File: config.mk
export PLATFORM = sky130hd
export DESIGN_NAME = operand_issue
export DESIGN_NICKNAME = d
export VERILOG_FILES = /design/src/rtl/issue_pkg.sv /design/src/rtl/reg_file.sv /design/src/rtl/operand_issue.sv
export SDC_FILE = /design/constraint.sdc
export NUM_CORES = 1
export LEC_CHECK = 0
export ABC_AREA = 1
export ABC_CLOCK_PERIOD_IN_PS = 2750
export CORE_UTILIZATION = 32
export CTS_BUF_LIST = sky130_fd_sc_hd__clkbuf_2 sky130_fd_sc_hd__clkbuf_4 sky130_fd_sc_hd__clkbuf_8
export DETAILED_ROUTE_END_ITERATION = 12
export PLACE_DENSITY_LB_ADDON = 0.25
export SLEW_MARGIN = 25
export SYNTH_ARGS = -nofsm -noshare
export SYNTH_HDL_FRONTEND = slang
export SYNTH_SLANG_ARGS = --single-unit
File: constraint.sdc
create_clock -name CLK -period 2.75 [get_ports CLK]
set_clock_uncertainty 0.1 [all_clocks]
set_input_delay 0.825 -clock CLK [delete_from_list [all_inputs] [get_ports CLK]]
set_output_delay 0.825 -clock CLK [all_outputs]
set_load 0.03 [all_outputs]
File: src/rtl/issue_pkg.sv
// issue_pkg: opcodes, ALU select codes, FSM states and operand forming shared by the issue block and ALU bench
package issue_pkg;
   localparam logic [7:0] OP_LOADI = 8'h00;
   localparam logic [7:0] OP_MOV   = 8'h01;
   localparam logic [7:0] OP_ADD   = 8'h02;
   localparam logic [7:0] OP_SUB   = 8'h03;
   localparam logic [7:0] OP_AND   = 8'h04;
   localparam logic [7:0] OP_OR    = 8'h05;

   typedef enum logic [2:0] {
      SEL_PASS = 3'b000,
      SEL_ADD  = 3'b001,
      SEL_AND  = 3'b010,
      SEL_OR   = 3'b011
   } alu_sel_e;

   typedef enum logic [1:0] {
      ST_IDLE = 2'd0,
      ST_READ = 2'd1,
      ST_EXEC = 2'd2,
      ST_WB   = 2'd3
   } state_e;

   // Only the fields the datapath consumes; RS is imm[2:0].
   typedef struct packed {
      logic [7:0] op;
      logic [2:0] rd;
      logic [2:0] rt;
      logic [7:0] imm;
   } instr_t;

   typedef struct packed {
      logic [7:0] data1;
      logic [7:0] data2;
      alu_sel_e   sel;
   } operands_t;

   function automatic logic is_legal(input logic [7:0] op);
      return op <= OP_OR;
   endfunction

   // Sub reuses the adder by negating the RS operand (mod 256).
   function automatic operands_t form_operands(input logic [7:0] op, input logic [7:0] rt_val,
                                               input logic [7:0] rs_val, input logic [7:0] imm);
      operands_t o;
      o.data1 = (op >= OP_ADD && op <= OP_OR) ? rt_val : 8'h00;
      o.data2 = (op == OP_LOADI) ? imm : (op == OP_SUB) ? 8'h00 - rs_val : rs_val;
      o.sel   = (op == OP_ADD || op == OP_SUB) ? SEL_ADD :
                (op == OP_AND) ? SEL_AND :
                (op == OP_OR)  ? SEL_OR  : SEL_PASS;
      return o;
   endfunction
endpackage

File: src/rtl/reg_file.sv
// reg_file: 8x8 register file, two combinational read ports, one write port
//   clk, rst            : clock, synchronous active-high reset clearing all registers
//   rd_addr1/rd_data1   : read port 1
//   rd_addr2/rd_data2   : read port 2
//   we, wr_addr, wr_data: write port, written on the rising edge
module reg_file (
   input  logic       clk,
   input  logic       rst,
   input  logic [2:0] rd_addr1,
   output logic [7:0] rd_data1,
   input  logic [2:0] rd_addr2,
   output logic [7:0] rd_data2,
   input  logic       we,
   input  logic [2:0] wr_addr,
   input  logic [7:0] wr_data
);
   logic [7:0] regs_q [8];
   logic [7:0] regs_d [8];

   always_comb begin
      regs_d = regs_q;
      if (we) regs_d[wr_addr] = wr_data;
   end

   always_ff @(posedge clk) begin
      if (rst) regs_q <= '{default: 8'h00};
      else     regs_q <= regs_d;
   end

   assign rd_data1 = regs_q[rd_addr1];
   assign rd_data2 = regs_q[rd_addr2];
endmodule

File: src/rtl/operand_issue.sv
// operand_issue: decodes one instruction, reads operands, drives an external ALU and writes back
//   CLK, RESET                   : clock, synchronous active-high reset
//   INSTR, INSTR_VALID/READY     : instruction handshake (READY only in IDLE)
//   ALU_DATA1/2, ALU_SELECT      : ALU operands and op, nonzero only in EXEC
//   ALU_RESULT                   : combinational ALU result
//   DONE, ERR, WB_ADDR, WB_DATA  : completion info, nonzero only in WB
module operand_issue
   import issue_pkg::*;
(
   input  logic        CLK,
   input  logic        RESET,
   input  logic [31:0] INSTR,
   input  logic        INSTR_VALID,
   output logic        INSTR_READY,
   output logic [7:0]  ALU_DATA1,
   output logic [7:0]  ALU_DATA2,
   output logic [2:0]  ALU_SELECT,
   input  logic [7:0]  ALU_RESULT,
   output logic        DONE,
   output logic        ERR,
   output logic [2:0]  WB_ADDR,
   output logic [7:0]  WB_DATA
);
   state_e    state_q, state_d;
   instr_t    instr_q, instr_d;
   operands_t ops_q, ops_d;
   logic      done_q, done_d;
   logic      err_q, err_d;
   logic [2:0] wb_addr_q, wb_addr_d;
   logic [7:0] wb_data_q, wb_data_d;
   logic [7:0] rt_val, rs_val;
   logic       unused_instr_bits;

   // Upper bits of the register fields carry no meaning.
   assign unused_instr_bits = ^{INSTR[23:19], INSTR[15:11]};

   reg_file u_reg_file (
      .clk      (CLK),
      .rst      (RESET),
      .rd_addr1 (instr_q.rt),
      .rd_data1 (rt_val),
      .rd_addr2 (instr_q.imm[2:0]),
      .rd_data2 (rs_val),
      .we       (state_q == ST_WB && !err_q),
      .wr_addr  (wb_addr_q),
      .wr_data  (wb_data_q)
   );

   // Operand and completion registers are loaded only on the edge entering
   // EXEC / WB and cleared otherwise, so outputs are zero outside those states.
   always_comb begin
      state_d   = state_q;
      instr_d   = instr_q;
      ops_d     = '0;
      done_d    = 1'b0;
      err_d     = 1'b0;
      wb_addr_d = 3'd0;
      wb_data_d = 8'h00;
      case (state_q)
         ST_IDLE: if (INSTR_VALID) begin
            instr_d = '{op: INSTR[31:24], rd: INSTR[18:16], rt: INSTR[10:8], imm: INSTR[7:0]};
            state_d = ST_READ;
         end
         ST_READ: if (is_legal(instr_q.op)) begin
            ops_d   = form_operands(instr_q.op, rt_val, rs_val, instr_q.imm);
            state_d = ST_EXEC;
         end else begin
            done_d    = 1'b1;
            err_d     = 1'b1;
            wb_addr_d = instr_q.rd;
            state_d   = ST_WB;
         end
         ST_EXEC: begin
            done_d    = 1'b1;
            wb_addr_d = instr_q.rd;
            wb_data_d = ALU_RESULT;
            state_d   = ST_WB;
         end
         default: state_d = ST_IDLE;
      endcase
   end

   always_ff @(posedge CLK) begin
      if (RESET) begin
         state_q   <= ST_IDLE;
         instr_q   <= '0;
         ops_q     <= '0;
         done_q    <= 1'b0;
         err_q     <= 1'b0;
         wb_addr_q <= 3'd0;
         wb_data_q <= 8'h00;
      end else begin
         state_q   <= state_d;
         instr_q   <= instr_d;
         ops_q     <= ops_d;
         done_q    <= done_d;
         err_q     <= err_d;
         wb_addr_q <= wb_addr_d;
         wb_data_q <= wb_data_d;
      end
   end

   assign INSTR_READY = state_q == ST_IDLE;
   assign ALU_DATA1   = ops_q.data1;
   assign ALU_DATA2   = ops_q.data2;
   assign ALU_SELECT  = ops_q.sel;
   assign DONE        = done_q;
   assign ERR         = err_q;
   assign WB_ADDR     = wb_addr_q;
   assign WB_DATA     = wb_data_q;
endmodule

# After elaboration in Yosys (flattened, before gate mapping)
# Cells that the tools add are included.
# word_totals
memories	0
out_inout_bits	33
ram_bits	0
latchBits	0
reg_bits	120
elab_cells	79
inputBits	43
rom_bits	0
# classes
bitwise	7
mux	21
div_mod_pow	0
shift	0
addsub	1
reduce_logical	14
multipliers	0
n_eq_ne	8
n_lt_le_gt_ge	6
# op_table
operator	count
64-bit bitwise mux	1
8-bit 2-to-1 mux	7
8-bit binary-select mux with 3-bit select	2
8-bit demux with 3-bit select	1
8-bit by 2-bit equality test with 1-bit output, second input constant	2
8-bit by 3-bit equality test with 1-bit output, second input constant	2
4-bit greater-or-equal comparator, second input constant	3
3-bit inverter with 4-bit output	3
8-bit by 2-bit greater-or-equal comparator with 1-bit output, second input constant	1
8-bit by 3-bit <= comparator with 1-bit output, second input constant	1
8-bit logical NOT	1
4-bit OR reduction	2
1-bit by 8-bit subtractor with 8-bit output, first input constant	1
2-bit 2-to-1 mux	3
2-bit case mux with 3 select lines	1
3-bit case mux with 2 select lines	1
5-bit OR reduction	1
2-bit equality test, second input constant	2
4-bit by 1-bit < comparator with 1-bit output, second input constant	1
1-bit inverter	4
2-bit OR reduction	2
1-bit logical AND	3
1-bit 2-to-1 mux	3
3-bit 2-to-1 mux	1
8 further kinds	8

# Longest topological paths before layout
# Gate-level depths: netlist of run 1.
# logic_depth
ltp_word	7
mapped_depth	15
depth_no_buf	13

# Modules after synthesis
# A second synthesis of run 1 with hierarchy kept.
# unflattened
hier_cells	962
area_unflattened_um2	6202.2
# by_module_without_submodules
mod	cells_per_inst	area_each_um2	n_inst	seq_area_each_um2
reg_file	654	3826.2	1	1281.2
operand_issue	308	2376.0	1	1101.1

# Worst setup path before layout of run 1
# No wires, ideal clock.
# synth_path
path_type	input port to flip-flop
from	in RESET
to	reg instr_q[14] (netlist name)
path_stages	5
setup_ns	0.064
path_slack_ns	0.991
t_required_ns	2.586
arrival_time_ns	1.595
path_buffers	2
cell_sequence	inv_1 -> clkbuf_1 -> clkbuf_1 -> o21ai_0 -> nor2_1
# synth_lines
item	line_no	rtl
from (decl)	operand_issue.sv:11	input logic RESET,
to (signal assigned)	operand_issue.sv:94	instr_q <= instr_d;
to (decl)	operand_issue.sv:25	instr_t instr_q, instr_d;

# Final worst setup path of run 1
# layout_path
from	reg wb_data_q[1] (netlist: WB_DATA[1])
to	out WB_DATA[1]
# layout_lines
item	line_no	rtl
from (decl)	operand_issue.sv:30	logic [7:0] wb_data_q, wb_data_d;
from (signal assigned)	operand_issue.sv:99	wb_data_q <= wb_data_d;
to (decl)	operand_issue.sv:22	output logic [7:0] WB_DATA
# No word-level cell between the ends.

==> out/metrics.cfg, run 1 <==
[status]
status=complete, no violations

[clock_tree]
clk_latency_ns=0.46
cts_root_buf=clkbuf_8
path_clk_slew_ns=0.07
cts_tree=built
postCtsSetupBuffers=0
max-clock-path-buffers=2
numCtsBuffers=17
numClockSinks=119
htree_levels=4

[global_routing]
grt_pass1_vias=4724
track_usage_pct=18.2
grt-ovfl-total=0
grt_antenna_before_repair=0
grt_max_degree=68
grt_pass1_wl_um=24700

[power_and_ir_drop]
p_int_w=0.00344
power_w=0.00557
ir_drop_mv=0.378
power_frac_seq_pct=36.5
clkPwrFrac_pct=27.8
p_per_area_nw_per_um2=831
power_leakage_nw=2.77
p_comb_share_pct=35.8
power.switching_w=0.00214
p_sw_share_pct=38.3

[synthesis]
yosysWarnings=0
syn_area_per_cell_um2=6.90
synth_seq_cells=119
synth-main-ff-cell=dfxtp_1
synth_top_area_cell=dfxtp_1
netlist_area_um2=5520
synth_edf_count=0
synth_nets=849
synth_cells=800
synth_top_cell_area_share_pct=43.2
synth.distinct_cells=31
yosysSeqAreaShare_pct=43.2
async_flop_share_pct=0
synth_area_leaders=dfxtp_1, o21ai_0, a21oi_1

[cells_and_area]
n_fill_cell=1783
multiInputGateArea_um2=2490
fin_util_pct=40.1
finalNetCount=902
fin_area_um2=6710
area_growth_pct=21.5
seq_area_um2=2380
drive_gt1_share_pct=6.95
diodes=0
final_cell_mix=o21ai_0, nand2_1, dfxtp_1
mostFrequentLayoutCell=o21ai_0

[worst_setup_path]
required_ns=1.83
crit_type=reg2out
worstPathCellList=clkdlybuf4s50_1
reg2reg_depth=11
crit_fanout=9
crit_family=buffers and inverters
worstSetupStartpointType=flip-flop
cpMaxStageDelayCell=clkdlybuf4s50_1
cpPeakStageDelay_ns=0.74
endpoint_kind=output port
cp.depth=1
path_buf_inv=1
arrival_ns=1.74

[route]
drtAntennaViolNets=0
dr.pass1.iters=5
via_per_inst=4.75
drtIter0Drc=348
routed_wl_um=15400
drt-wirelength-per-cell_um=14.2
drc_errors=0
vias=5142

[die]
rows=47
fp.dieH_um=133
io_pins=76
core_area_um2=16700
dieWidth_um=133
die_area_um2=17800
start_util_pct=33.0

[worst_hold_path]
hp-class=reg2reg
hold_depth=2

[timing]
slew_violations=0
max_clock_freq_mhz=376
max-slew-margin-rel_pct=61.6
finalHoldViolations=0
fin_crit_ns=2.66
setup_tns_ns=0
rsz0062_at_grt=false
finalSetupViolCount=0
finalCritPeriodShare_pct=96.8
tightestPinTransition_ns=0.576

[place]
gp_congestion=0.768
portBuffers=64
dp.final_hpwl_um=10300
place_area_um2=6330

[run]
cap_viol_max_count=0

[synthesized netlist by cell type, types with 5 or more instances]
master / count
o21ai_0: 134
clkbuf_1: 27
a21oi_1: 113
nor2_1: 90
nand2_2: 6
o211ai_1: 5
dfxtp_1: 119
inv_1: 99
ha_1: 6
buf_6: 6
nand2_1: 121
nand3_1: 36
buf_2: 6
[flip-flops by register name (all words and copies together) (netlist names), 2 cells and up]
signal,flops
ALU_DATA1,8
ALU_DATA2,8
ALU_SELECT,2
WB_ADDR,3
WB_DATA,8
instr_q,22
state_q,2
u_reg_file.regs_q,64
[stage by stage]
step | hold slack (ns) | std cells | setup slack [ns]
2_1_floorplan | 0.316 | 800 | 0.991
5_1_grt | 0.369 | 1083 | 0.0107
3_3_place_gp | 0.342 | 1054 | 0.359
3_5_place_dp | 0.346 | 1054 | 0.354
6_report | 0.354 | 1083 | 0.0875
4_1_cts | 0.354 | 1083 | 0.0632
[worst paths after layout]
check	slack (ns)	start	endpoint
max	0.09	WB_DATA[1]	WB_DATA[1]
min	0.35	instr_q[12]	WB_ADDR[1]
max reg2reg	0.78	instr_q[0]	ALU_DATA2[4]
min reg2reg	0.35	instr_q[12]	WB_ADDR[1]
[worst reg2reg max path, stage by stage, from the launching register on]
cell	delay (ns)
dfxtp_1	0.35
buf_12	0.23
inv_6	0.14
nand2_1	0.10
nand3_1	0.06
nand3_1	0.13
nand2_2	0.10
ha_1	0.22
nand3_1	0.10
nand2_2	0.07
xor2_1	0.16
a21oi_1	0.08
[timing repair]
item | CTS | global route
hold buffers | 0 | 0
resized for setup | 1 | 0
setup endpoints to repair | 1 | 0
[cells by family after synthesis]
logic type | after synthesis | share of synthesized area [%]
AO/OA/AOI/OAI | 262 | 24.3
XOR/XNOR | 1 | 0.159
adder cells (fa/ha/maj) | 6 | 1.36
buffers and inverters | 151 | 11.7
flip-flops | 119 | 43.2
other | 1 | 0.0680
AND/OR/NAND/NOR | 260 | 19.2
[power groups by stage]
| stage | clock network, W | logic (W) | registers [W] |
|---|---|---|---|
| detailed placement | 0 | 0.00199 | 0.00207 |
| CTS | 0.00159 | 0.00199 | 0.00203 |
| global route | 0.00166 | 0.00225 | 0.00206 |
| floorplan | 0 | 0.00140 | 0.00211 |
| global placement | 0 | 0.00198 | 0.00207 |
| finish | 0.00155 | 0.00199 | 0.00203 |
[layout make-up]
cell class	count	share of cell area [%]
repair buffers	79	11.6
clock inverters	3	0.597
multi-input cells	530	37.1
inverters	106	6.01
well taps	220	4.11
flip-flops and latches	119	35.5
clock buffers	26	5.06
[layer usage]
layer | share of wire, % | vias up | global-route usage, %
li1 | - | 2690 | -
met1 | 47 | 2301 | 24.0
met2 | 46 | 127 | 28.5
met3 | 4.8 | 24 | 3.65
met4 | 2.0 | 0 | 8.33
met5 | 0 | - | 0
Power figures use the tool's default switching activity.
==> run 2, diff against run 1 <==
--- a/config.mk
+++ b/config.mk
@@ -6,11 +6,11 @@
 export NUM_CORES = 1
 export LEC_CHECK = 0
 export ABC_AREA = 1
-export ABC_CLOCK_PERIOD_IN_PS = 2750
 export CORE_UTILIZATION = 32
 export CTS_BUF_LIST = sky130_fd_sc_hd__clkbuf_2 sky130_fd_sc_hd__clkbuf_4 sky130_fd_sc_hd__clkbuf_8
 export DETAILED_ROUTE_END_ITERATION = 12
 export PLACE_DENSITY_LB_ADDON = 0.25
+export RECOVER_POWER = 25
 export SLEW_MARGIN = 25
 export SYNTH_ARGS = -nofsm -noshare
 export SYNTH_HDL_FRONTEND = slang
==> out/metrics.cfg, run 2 (same netlist as run 1, synthesis figures left out) <==
[route]
drc_errors=0  ; unchanged
via_per_inst=4.75  ; unchanged
drtIter0Drc=285  ; was 348
wl_met2_um=7030  ; was 7070 um
met3WireLength_um=666  ; was 738 um
wl_met1_um=7390  ; was 7310 um
dr.pass1.iters=4  ; was 5
drt-wirelength-per-cell_um=14.2  ; about the same
drtAntennaViolNets=0  ; unchanged
routed_wl_um=15400  ; about the same
vias=5142  ; unchanged
top_layer=met4  ; unchanged

[worst_setup_path]
crit_type=reg2out  ; unchanged
crit_family=buffers and inverters  ; unchanged
worstSetupStartpointType=flip-flop  ; unchanged
cpMaxStageDelayCell=clkdlybuf4s50_1  ; unchanged
arrival_ns=1.73  ; was 1.74 ns
endpoint_kind=output port  ; unchanged
worstPathCellList=clkdlybuf4s50_1  ; unchanged
required_ns=1.83  ; about the same
crit_fanout=9  ; unchanged
path_buf_inv=1  ; unchanged
cpPeakStageDelay_ns=0.74  ; about the same

[cells_and_area]
fin_area_um2=6690  ; was 6710 um^2
mostFrequentLayoutCell=o21ai_0  ; unchanged
largest_reg_flops=64  ; unchanged
diodes=0  ; unchanged
drive_gt1_share_pct=6.84  ; was 6.95%
area_growth_pct=21.3  ; was 21.5%
n_fill_cell=1785  ; was 1783
largestRegisters=u_reg_file.regs_q x64, instr_q x22  ; unchanged
final_cell_mix=o21ai_0, nand2_1, dfxtp_1  ; unchanged
regMostFlops=u_reg_file.regs_q  ; unchanged
finalNetCount=902  ; unchanged

[global_routing]
track_usage_pct=18.2  ; unchanged
grt-ovfl-total=0  ; unchanged
grt_pass1_vias=4724  ; unchanged
grt_max_degree=68  ; unchanged
grt_antenna_before_repair=0  ; unchanged
grt_pass1_wl_um=24700  ; unchanged

[place]
place_area_um2=6330  ; unchanged
pre_cts_slack_ns=0.354  ; unchanged
gp_congestion=0.768  ; unchanged
portBuffers=64  ; unchanged
dp.final_hpwl_um=10300  ; unchanged

[clock_tree]
numClockSinks=119  ; unchanged
max-clock-path-buffers=2  ; unchanged
postCtsSetupBuffers=0  ; unchanged
htree_levels=4  ; unchanged
path_clk_slew_ns=0.07  ; about the same
cts_root_buf=clkbuf_8  ; unchanged
post_cts_resized=1  ; unchanged
clk_latency_ns=0.46  ; about the same
holdBufCountCts=0  ; unchanged
cts_tree=built  ; unchanged
numCtsBuffers=17  ; unchanged

[power_and_ir_drop]
p_int_w=0.00344  ; about the same
power_w=0.00557  ; about the same
p_per_area_nw_per_um2=833  ; was 831 nW/um^2
ir_drop_mv=0.381  ; was 0.378 mV
p_sw_share_pct=38.4  ; was 38.3%
power_frac_seq_pct=36.4  ; was 36.5%
clkPwrFrac_pct=27.8  ; about the same
p_comb_share_pct=35.8  ; about the same
power_leakage_nw=2.77  ; about the same
power.switching_w=0.00214  ; about the same

[die]
dieWidth_um=133  ; unchanged
io_pins=76  ; unchanged
start_util_pct=33.0  ; unchanged
die_area_um2=17800  ; unchanged
fp.dieH_um=133  ; unchanged
rows=47  ; unchanged
core_area_um2=16700  ; unchanged

[timing]
setup_tns_ns=0  ; unchanged
slew_violations=0  ; unchanged
rsz0062_at_grt=false  ; unchanged
finalCritPeriodShare_pct=96.5  ; was 96.8%
fin_crit_ns=2.65  ; was 2.66 ns
finalSetupViolCount=0  ; unchanged
holdWs_ns=0.354  ; about the same
tightestPinTransition_ns=0.669  ; was 0.576 ns
max_clock_freq_mhz=377  ; was 376 MHz
max-slew-margin-rel_pct=55.4  ; was 61.6%
setup_ws_ns=0.0970  ; was 0.0875 ns
finalHoldViolations=0  ; unchanged

[run]
cap_viol_max_count=0  ; unchanged

[worst_hold_path]
hp-class=reg2reg  ; unchanged

[status]
status=complete, no violations  ; unchanged

run 2: cell count changes in the layout (fill, tap and decap cells not counted):
cell             delta
inv_1               +1
clkbuf_4            +1
dlygate4sd3_1       +1
clkdlybuf4s50_1     -1
inv_2               -1
buf_12              -1
run 2: worst reg2reg max path, cell delays in order, from the launching register on:
cell and delay (ns):
dfxtp_1 0.36, buf_12 0.23, inv_6 0.15, nand2_1 0.10, nand3_1 0.06, nand3_1 0.12
nand2_2 0.10, ha_1 0.23, nand3_1 0.10, nand2_2 0.07, xor2_1 0.16, a21oi_1 0.08
run 2: power groups by stage:
stage               Sequential, W  Combinational, W  Clock (W)
floorplan                 0.00211           0.00140          0
global placement          0.00207           0.00198          0
detailed placement        0.00207           0.00199          0
CTS                       0.00203           0.00199    0.00159
global route              0.00206           0.00224    0.00166
finish                    0.00203           0.00199    0.00155
run 2: worst paths after layout:
check	from	to	slack (ns)	cells after the start
max	WB_DATA[1]	WB_DATA[1]	0.1	1
min	instr_q[12]	WB_ADDR[1]	0.35	2
max reg2reg	instr_q[0]	ALU_DATA2[4]	0.78	11
min reg2reg	instr_q[12]	WB_ADDR[1]	0.35	2
run 2: metrics by stage:
step           cells  utilization, %
2_1_floorplan    800               -
3_5_place_dp    1054            37.9
3_3_place_gp    1054            37.9
4_1_cts         1083            40.1
5_1_grt         1083            40.1
6_report        1083            40.1
run 2: final cells by class:
type                            count  area [um^2]  share of cell area, %
Tap cell                          220          275                   4.11
Inverter                          106          403                   6.02
Sequential cell                   119         2380                   35.6
Clock buffer                       26          339                   5.07
Timing Repair Buffer               79          764                   11.4
Clock inverter                      3         40.0                  0.598
Multi-Input combinational cell    530         2490                   37.2
run 2: per-layer routing:
metal / vias to the layer above / global-route usage, %
li1: 2691 / -
met1: 2304 / 24.0
met2: 124 / 28.5
met3: 23 / 3.65
met4: 0 / 8.33
met5: - / 0
==> run 3, diff against run 2 <==
--- a/config.mk
+++ b/config.mk
@@ -11,6 +11,7 @@
 export DETAILED_ROUTE_END_ITERATION = 12
 export PLACE_DENSITY_LB_ADDON = 0.25
 export RECOVER_POWER = 25
+export SKIP_LAST_GASP = 1
 export SLEW_MARGIN = 25
 export SYNTH_ARGS = -nofsm -noshare
 export SYNTH_HDL_FRONTEND = slang
==> results of run 3 <==
Same layout as run 2: the final DEF is identical, and so are final timing and power.
